## src/rtl/sext_pipe.sv

```systemverilog
// Two-stage valid/ready immediate extractor for the LC-3 datapath.
// Stage 1 captures the masked IR field and mode bits; stage 2 extends, optionally shifts, and flags the result.
module sext_pipe #(
  parameter int IN_W  = 16,
  parameter int OUT_W = 16
) (
  input  logic             Clk,
  input  logic             Reset,
  input  logic             in_valid,
  output logic             in_ready,
  input  logic [IN_W-1:0]  ir,
  input  logic [1:0]       sel,
  input  logic             zext,
  input  logic             shl,
  output logic             out_valid,
  input  logic             out_ready,
  output logic [OUT_W-1:0] out_data,
  output logic             out_neg,
  output logic             out_zero,
  output logic [15:0]      xfer_cnt
);

  logic        s1_valid;
  logic [10:0] s1_field;
  logic [1:0]  s1_sel;
  logic        s1_zext;
  logic        s1_shl;
  logic        s2_valid;

  logic        s1_load;
  logic        s2_load;
  logic [10:0] in_mask;

  logic [3:0]       fw;
  logic             sb;
  logic [OUT_W-1:0] low_mask;
  logic [OUT_W-1:0] ext;
  logic [OUT_W-1:0] res;

  // IR bits above the widest field are never used.
  if (IN_W > 11) begin : g_unused_ir
    logic unused_ir_hi;
    assign unused_ir_hi = ^ir[IN_W-1:11];
  end

  assign s2_load   = !s2_valid || out_ready;
  assign s1_load   = !s1_valid || s2_load;
  assign in_ready  = s1_load;
  assign out_valid = s2_valid;

  always_comb begin
    in_mask = 11'h7FF;
    case (sel)
      2'd0:    in_mask = 11'h01F;
      2'd1:    in_mask = 11'h03F;
      2'd2:    in_mask = 11'h1FF;
      default: in_mask = 11'h7FF;
    endcase
  end

  always_ff @(posedge Clk or posedge Reset) begin
    if (Reset) begin
      s1_valid <= 1'b0;
      s1_field <= '0;
      s1_sel   <= '0;
      s1_zext  <= 1'b0;
      s1_shl   <= 1'b0;
    end else if (s1_load) begin
      s1_valid <= in_valid;
      if (in_valid) begin
        s1_field <= ir[10:0] & in_mask;
        s1_sel   <= sel;
        s1_zext  <= zext;
        s1_shl   <= shl;
      end
    end
  end

  // Field is already zero above its width, so extension only has to fill the upper bits.
  always_comb begin
    fw = 4'd11;
    sb = s1_field[10];
    case (s1_sel)
      2'd0:    begin fw = 4'd5;  sb = s1_field[4];  end
      2'd1:    begin fw = 4'd6;  sb = s1_field[5];  end
      2'd2:    begin fw = 4'd9;  sb = s1_field[8];  end
      default: begin fw = 4'd11; sb = s1_field[10]; end
    endcase
    low_mask = (OUT_W'(1) << fw) - OUT_W'(1);
    if (s1_zext || !sb) ext = OUT_W'(s1_field);
    else                ext = OUT_W'(s1_field) | ~low_mask;
    res = s1_shl ? {ext[OUT_W-2:0], 1'b0} : ext;
  end

  always_ff @(posedge Clk or posedge Reset) begin
    if (Reset) begin
      s2_valid <= 1'b0;
      out_data <= '0;
      out_neg  <= 1'b0;
      out_zero <= 1'b1;
    end else if (s2_load) begin
      s2_valid <= s1_valid;
      if (s1_valid) begin
        out_data <= res;
        out_neg  <= res[OUT_W-1];
        out_zero <= (res == '0);
      end
    end
  end

  always_ff @(posedge Clk or posedge Reset) begin
    if (Reset)                       xfer_cnt <= '0;
    else if (s2_valid && out_ready)  xfer_cnt <= xfer_cnt + 16'd1;
  end

endmodule
```

## config.mk

```make
export PLATFORM = sky130hd
export DESIGN_NAME = sext_pipe
export DESIGN_NICKNAME = d
export VERILOG_FILES = /design/src/rtl/sext_pipe.sv
export SDC_FILE = /design/constraint.sdc
export NUM_CORES = 1
export LEC_CHECK = 0
export CORE_UTILIZATION = 52
export DETAILED_ROUTE_END_ITERATION = 6
export MAX_ROUTING_LAYER = met4
export PLACE_DENSITY_LB_ADDON = 0.2
export SLEW_MARGIN = 25
export SYNTH_ARGS = -nofsm -noshare
export SYNTH_HDL_FRONTEND = slang
export SYNTH_SLANG_ARGS = --single-unit
export TNS_END_PERCENT = 50
```

## constraint.sdc

```tcl
create_clock -name Clk -period 2.2 [get_ports Clk]
set_input_delay 0.44 -clock Clk [delete_from_list [all_inputs] [get_ports Clk]]
set_output_delay 0.44 -clock Clk [all_outputs]
set_load 0.01 [all_outputs]
```

==> summary.md, run 1 <==
| Metric | Value |
|---|---|
| Most frequent CP cell | clkdlybuf4s50_1 |
| Synthesized area | about 2300 um2 |
| # Post-CTS Setup Buffers | 0 |
| Via count | 1,730 |
| Skew-Pair Late Insertion Delay | 0.30 ns |
| Area Growth Syn to Fin | 32.0% |
| Fillcell total | 309 |
| Placer congestion estimate | 0.819 |
| EDFF count, synth | 0 |
| Vias in the first global route | around 1,500 |
| Nets@finish | roughly 300 |
| Total power | ~2600 uW |
| CP Class | input port to output port |
| Final ANT Viol Nets | 0 |
| CTS Hold Bufs | 0 |
| Hpwl dp | 3190 um |
| Mapped Cells | 207 |
| Endpoint type of the worst setup path | output port |
| CTS tree | done |
| Worst Skew | between 0.006 and 0.007 ns |
| Die width | 68.1 um |
| Post-CTS resize count | 0 |
| Final setup vio count | 0 |
| DRT iter0 DRCs | 90 |
| Final period demand of the worst path | between 2 and 2.5 ns |
| Pins Over Slew Limit | 0 |
| Die area | 4640 um2 |
| I/O pins | 60 |
| Most common cell after layout, fill and taps aside | clkdlybuf4s50_1 |
| Fin Setup TNS | 0 ns |
| DRC | 0 |
| Core Rows | 23 |
| Post-synthesis sequential area ratio | 55.1% |
| Met1 Use GR | between 20% and 30% |
| GR Util met2 | 35.0% |
| GRT overflow | 0 |
| M3 GR Usage | under 10% |
| Total Routing Usage GR | approximately 22% |
| Clock sink total | 50 |
| Clock transition at the registers of the reported paths | 0.09 ns |
| Asr flop ratio synth | 100% |
| Slowest stage delay, CP | 0.55 ns |
| Status | completed |
| Total wire length | between 4000 and 5000 um |
| Avg Cell Area, Syn | 11.0 um2 |
| Hold WS | 0.477 ns |
| Synth cell types | 48 |
| Critical Path Start Type | input port |
| CTS H-tree lvls | 2 |
| Worst hold path class | flip-flop to flip-flop |
| P_leak | approximately 0.0013 uW |
| Pwr dens | 858 nW/um2 |
| #FFs+latches synth | 50 |
| Largest net degree at the start of global routing | 51 |
| Warnings, synthesis | 0 |
| Core region area | 4090 um2 |
| Hold Vio Cnt, Final | 0 |
| Layout cells sized above 1 | 13.4% |
| Main synth FF type | dfrtp_1 |
| FMAX | 486 MHz |
| Die Ht | 68.1 um |
| Cts bufs inserted | 5 |
| DRT Pass-1 Iters | 4 |
| PortBufs | 54 |
| Max Cap Viol | 0 |
| Vias per Instance | 5.42 |
| DR WL/cell | ~14 um |
| Root buf cell | clkbuf_8 |
| Worst Path Max Fanout | 3 |
| Critical-path top delay cell | clkdlybuf4s50_1 |
| CP required | 1.76 ns |
| Most used routing layer in global routing | met2 |
| Period utilisation layout | between 90 and 100% |
| Antenna violations before repair | 0 |
| CTS Buffer Depth | 2 |
| CP cell instances | clkdlybuf4s50_1, nand3b_1, clkdlybuf4s50_1 |
| First-pass GRT wire length | 7080 um |
| Setup repair after global routing missed its margin | no |
| Max rail drop VDD | 0.522 mV |
| Commonest cells after routing, fill and taps aside | clkdlybuf4s50_1, dfrtp_1, nand2_1 |
| Diode count | 0 |
| Starting Density | between 50% and 60% |
| Worst path arrival time | 1.62 ns |
flip-flops by register name (all words and copies together), names as in the netlist:
signal and flops:
out_data 16, xfer_cnt 16, s1_field 11, s1_sel 2, out_valid 1, out_zero 1
s1_shl 1, s1_valid 1, s1_zext 1
area by class of cell:
type	count	area (um2)	area share [%]
Tap cell	50	62.6	2.09
Inverter	5	18.8	0.626
Clock buffer	6	82.6	2.75
Sequential cell	50	1250	41.7
Clock inverter	2	12.5	0.417
Multi-Input combinational cell	146	973	32.4
Timing Repair Buffer	60	598	19.9
stage by stage:
step	area [um2]	instances	setup WS, ns	utilization [%]
after detailed placement	2910	311	0.139	71.1
after global routing	3000	319	0.110	73.4
after global placement	2910	311	0.138	71.1
after floorplan	2280	208	0.560	-
after CTS	3000	319	0.138	73.4
final	3000	319	0.144	73.4
report_power, final:
group / switching [uW] / internal (uW) / leakage, uW
Combinational: 307 / 451 / 0.000613
Clock: 297 / 253 / 0.0000472
Sequential: 180 / 1090 / 0.000623
Total: 783 / 1790 / 0.00128
critical path, delay by kind of cell:
kind                   cells  cell delay (ns)
buffers and inverters      2             1.02
AND/OR/NAND/NOR            1             0.16
logic make-up (layout without fill, tap and decap cells):
| logic type | count (synthesis) | in the layout | share of synthesized area [%] |
|---|---|---|---|
| other | 1 | 2 | 0.165 |
| adder cells (fa/ha/maj) | 2 | 2 | 1.10 |
| multiplexers | 12 | 12 | 6.05 |
| AO/OA/AOI/OAI | 37 | 37 | 11.8 |
| buffers and inverters | 12 | 73 | 2.26 |
| flip-flops | 50 | 50 | 55.1 |
| AND/OR/NAND/NOR | 78 | 78 | 17.8 |
| XOR/XNOR | 15 | 15 | 5.78 |
Yosys cell counts (2+ instances only):
cell type | number | share of area, %
nor3_1 | 3 | 0.66
a211oi_1 | 2 | 0.66
buf_2 | 2 | 0.44
nor2b_1 | 2 | 0.55
a311oi_1 | 3 | 1.2
nand2b_1 | 3 | 0.83
nand4_1 | 6 | 1.7
xor2_1 | 4 | 1.5
a221oi_1 | 2 | 0.77
a21o_1 | 2 | 0.66
inv_1 | 5 | 0.83
nand2_1 | 25 | 4.1
nor4_1 | 3 | 0.83
or2_2 | 2 | 0.55
dfrtp_1 | 49 | 54
mux2_2 | 10 | 5.0
nor2_1 | 13 | 2.1
o21ai_0 | 12 | 2.6
o21a_1 | 6 | 2.0
and2_1 | 3 | 0.83
xnor2_1 | 11 | 4.2
a2111oi_0 | 2 | 0.77
clkbuf_1 | 4 | 0.66
nand3_1 | 8 | 1.8
ha_1 | 2 | 1.1
worst paths after layout:
kind / cells past startpoint / slack [ns] / start / to
max: 3 / 0.14 / out_ready / in_ready
min: 1 / 0.48 / xfer_cnt[15] / xfer_cnt[15]
max reg2reg: 4 / 0.57 / s1_sel[1] / out_zero
min reg2reg: 1 / 0.48 / xfer_cnt[15] / xfer_cnt[15]
max in group asynchronous: 3 / 1.43 / Reset / out_zero
min in group asynchronous: 3 / 0.49 / Reset / out_data[11]
metal layers:
metal | share of wire, % | routed length [um] | up-vias
met2 | 47 | 2050 | 45
met4 | 1.2 | 53 | 0
li1 | - | - | 848
met3 | 4.3 | 184 | 6
met1 | 47 | 2040 | 831
met5 | 0 | 0 | -
Power figures use the tool's default switching activity.
==> run 2, diff against run 1 <==
- PLACE_DENSITY: unset -> 0.86
- PLACE_DENSITY_LB_ADDON: 0.2 -> unset
==> summary.md, run 2 (same netlist as run 1, synthesis figures left out) <==
| Metric | Value |
|---|---|
| Status | completed |
| Clock network power share | 20.1% (-1.3 points) |
| Sw Ratio | 30.6% (+0.12 points) |
| Endpoint type of the worst setup path | output port |
| Nets@finish | 294 (unchanged) |
| Combinational power share | 30.0% (+0.6 points) |
| Period utilisation layout | 93.4% (-0.10 points) |
| Largest registers | out_data x16, xfer_cnt x16, s1_field x11 |
| Pwr dens | 851 nW/um2 (-0.74%) |
| Pins Over Slew Limit | 0 (unchanged) |
| Vias per Instance | 5.46 (+0.64%) |
| Most common cell after layout, fill and taps aside | clkdlybuf4s50_1 |
| Worst Path Max Fanout | 3 (unchanged) |
| R2r worst-path depth | 5 (+1) |
| Cts bufs inserted | 5 (unchanged) |
| Max rail drop VDD | 0.557 mV (+6.7%) |
| Hold depth | 1 (unchanged) |
| Met1 Use GR | 30.4% (+3.7 points) |
| Sequential Power Share | 49.8% (+0.6 points) |
| CP required | 1.76 ns (about the same) |
| Worst hold path class | flip-flop to flip-flop |
| Final period demand of the worst path | 2.05 ns (-0.00231 ns) |
| Die area | 4640 um2 (unchanged) |
| FF-to-FF setup slack | 0.50 ns (-0.07 ns) |
| Hold Vio Cnt, Final | 0 (unchanged) |
| Total power | 2540 uW (-1.2%) |
| Skew-Pair Late Insertion Delay | 0.31 ns (about the same) |
| Psw | 777 uW (-0.84%) |
| Placed Cells | 311 (unchanged) |
| Vias in the first global route | 1,582 (+2.4%) |
| Worst r2r dst | xfer_cnt[12] |
| DRT iter0 DRCs | 126 (+40%) |
| Total Routing Usage GR | 22.9% (+1.3 points) |
| Worst path arrival time | 1.61 ns (about the same) |
| Most used routing layer in global routing | met2 |
| Die width | 68.1 um (unchanged) |
| I/O pins | 60 (unchanged) |
| Hold Path End | xfer_cnt[15] |
| Diode count | 0 (unchanged) |
| GRT overflow | 0 (unchanged) |
| Via count | 1,741 (+0.64%) |
| # Post-CTS Setup Buffers | 0 (unchanged) |
| First-pass GRT wire length | 7380 um (+4.3%) |
| Layout cells sized above 1 | 12.3% (-1.1 points) |
| Placer congestion estimate | 0.856 (+4.6%) |
| Area Growth Syn to Fin | 31.3% |
| Rel. slew slack | a little over three fifths |
| Post-CTS resize count | 0 (unchanged) |
| Non-Filler Instances | 319 (unchanged) |
| CTS Hold Bufs | 0 (unchanged) |
| Root buf cell | clkbuf_8 |
| Max Cap Viol | 0 (unchanged) |
| DRT Pass-1 Iters | 4 (unchanged) |
| Commonest cells after routing, fill and taps aside | clkdlybuf4s50_1, dfrtp_1, nand2_1 |
| Clock sink total | 50 (unchanged) |
| Final setup vio count | 0 (unchanged) |
| Antenna violations before repair | 0 (unchanged) |
| Total wire length | 4550 um (+5.2%) |
| Clock transition at the registers of the reported paths | 0.08 ns (about the same) |
| Core Rows | 23 (unchanged) |
| GR Util met2 | 33.2% (-1.8 points) |
| Hpwl dp | 3310 um (+3.5%) |
| Internal power | 1760 uW (-1.4%) |
| Critical Path Start Type | input port |
| Die Ht | 68.1 um (unchanged) |
| Largest net degree at the start of global routing | 51 (unchanged) |
| CTS H-tree lvls | 2 (unchanged) |
| CTS Buffer Depth | 2 (unchanged) |
| Worst Skew | 0.00384 ns (-0.00304 ns) |
| Post-Layout Inst Area | 2990 um2 (-0.50%) |
| Core region area | 4090 um2 (unchanged) |
| DRC | 0 (unchanged) |
| Starting Density | 55.6% (unchanged) |
| P_leak | 0.00128 uW (-0.60%) |
| M3 GR Usage | 4.00% (-1.0 points) |
| Worst reg2reg path startpoint | xfer_cnt[0] |
| CTS tree | done |
| Fin Setup TNS | 0 ns (unchanged) |
| HP Start | xfer_cnt[15] |
| Final ANT Viol Nets | 0 (unchanged) |
| CP Class | input port to output port |
| Worst Tran Pin Value | 0.549 ns |
| DR WL/cell | 14.3 um (+5.2%) |
| PortBufs | 54 (unchanged) |
| Placed cell area | 2910 um2 (unchanged) |
| Setup repair after global routing missed its margin | no |
| FMAX | 487 MHz (+0.11%) |
==> run 2: changes by cell type in the layout (fill, tap and decap cells not counted), sizes merged <==
cell,change
clkinv,-1
clkinvlp,-1
clkbuf,+2
==> run 2: how the worst max path moves through the flow <==
stage | start | to | slack [ns] | cells after the start
floorplan | Reset | out_data[0] | 0.56 | 1
global placement | out_ready | in_ready | 0.14 | 3
detailed placement | out_ready | xfer_cnt[12] | 0.08 | 6
CTS | out_ready | in_ready | 0.13 | 3
global route | out_ready | in_ready | 0.07 | 3
finish | out_ready | in_ready | 0.15 | 3
==> run 2: layer usage <==
metal | wire [um] | up-vias
met2 | 2130 | 38
li1 | - | 849
met1 | 2190 | 846
met3 | 128 | 8
met4 | 105 | 0
met5 | 0 | -
==> run 2: power groups by stage <==
stage,Combinational [uW],Sequential [uW],Clock (uW)
floorplan,336,1300,0
global route,838,1290,559
CTS,769,1260,519
finish,763,1270,512
global placement,744,1280,0
detailed placement,765,1280,0
==> run 2: area by class of cell <==
class / count / area (um2)
Fill cell: 306 / 1100
Sequential cell: 50 / 1250
Inverter: 5 / 18.8
Timing Repair Buffer: 60 / 598
Clock buffer: 8 / 80.1
Multi-Input combinational cell: 146 / 973
Tap cell: 50 / 62.6
==> run 2: metrics by stage <==
step           hold WS (ns)  worst slack [ns]  util [%]
4_1_cts               0.482             0.132      73.1
5_1_grt               0.498            0.0689      73.1
3_5_place_dp          0.470            0.0821      71.1
6_report              0.471             0.146      73.1
2_1_floorplan         0.450             0.560         -
3_3_place_gp          0.450             0.142      71.1
==> run 2: critical path, stage by stage <==
cell and delay [ns]:
clkdlybuf4s50_1 0.48, nand3b_1 0.15, clkdlybuf4s50_1 0.55
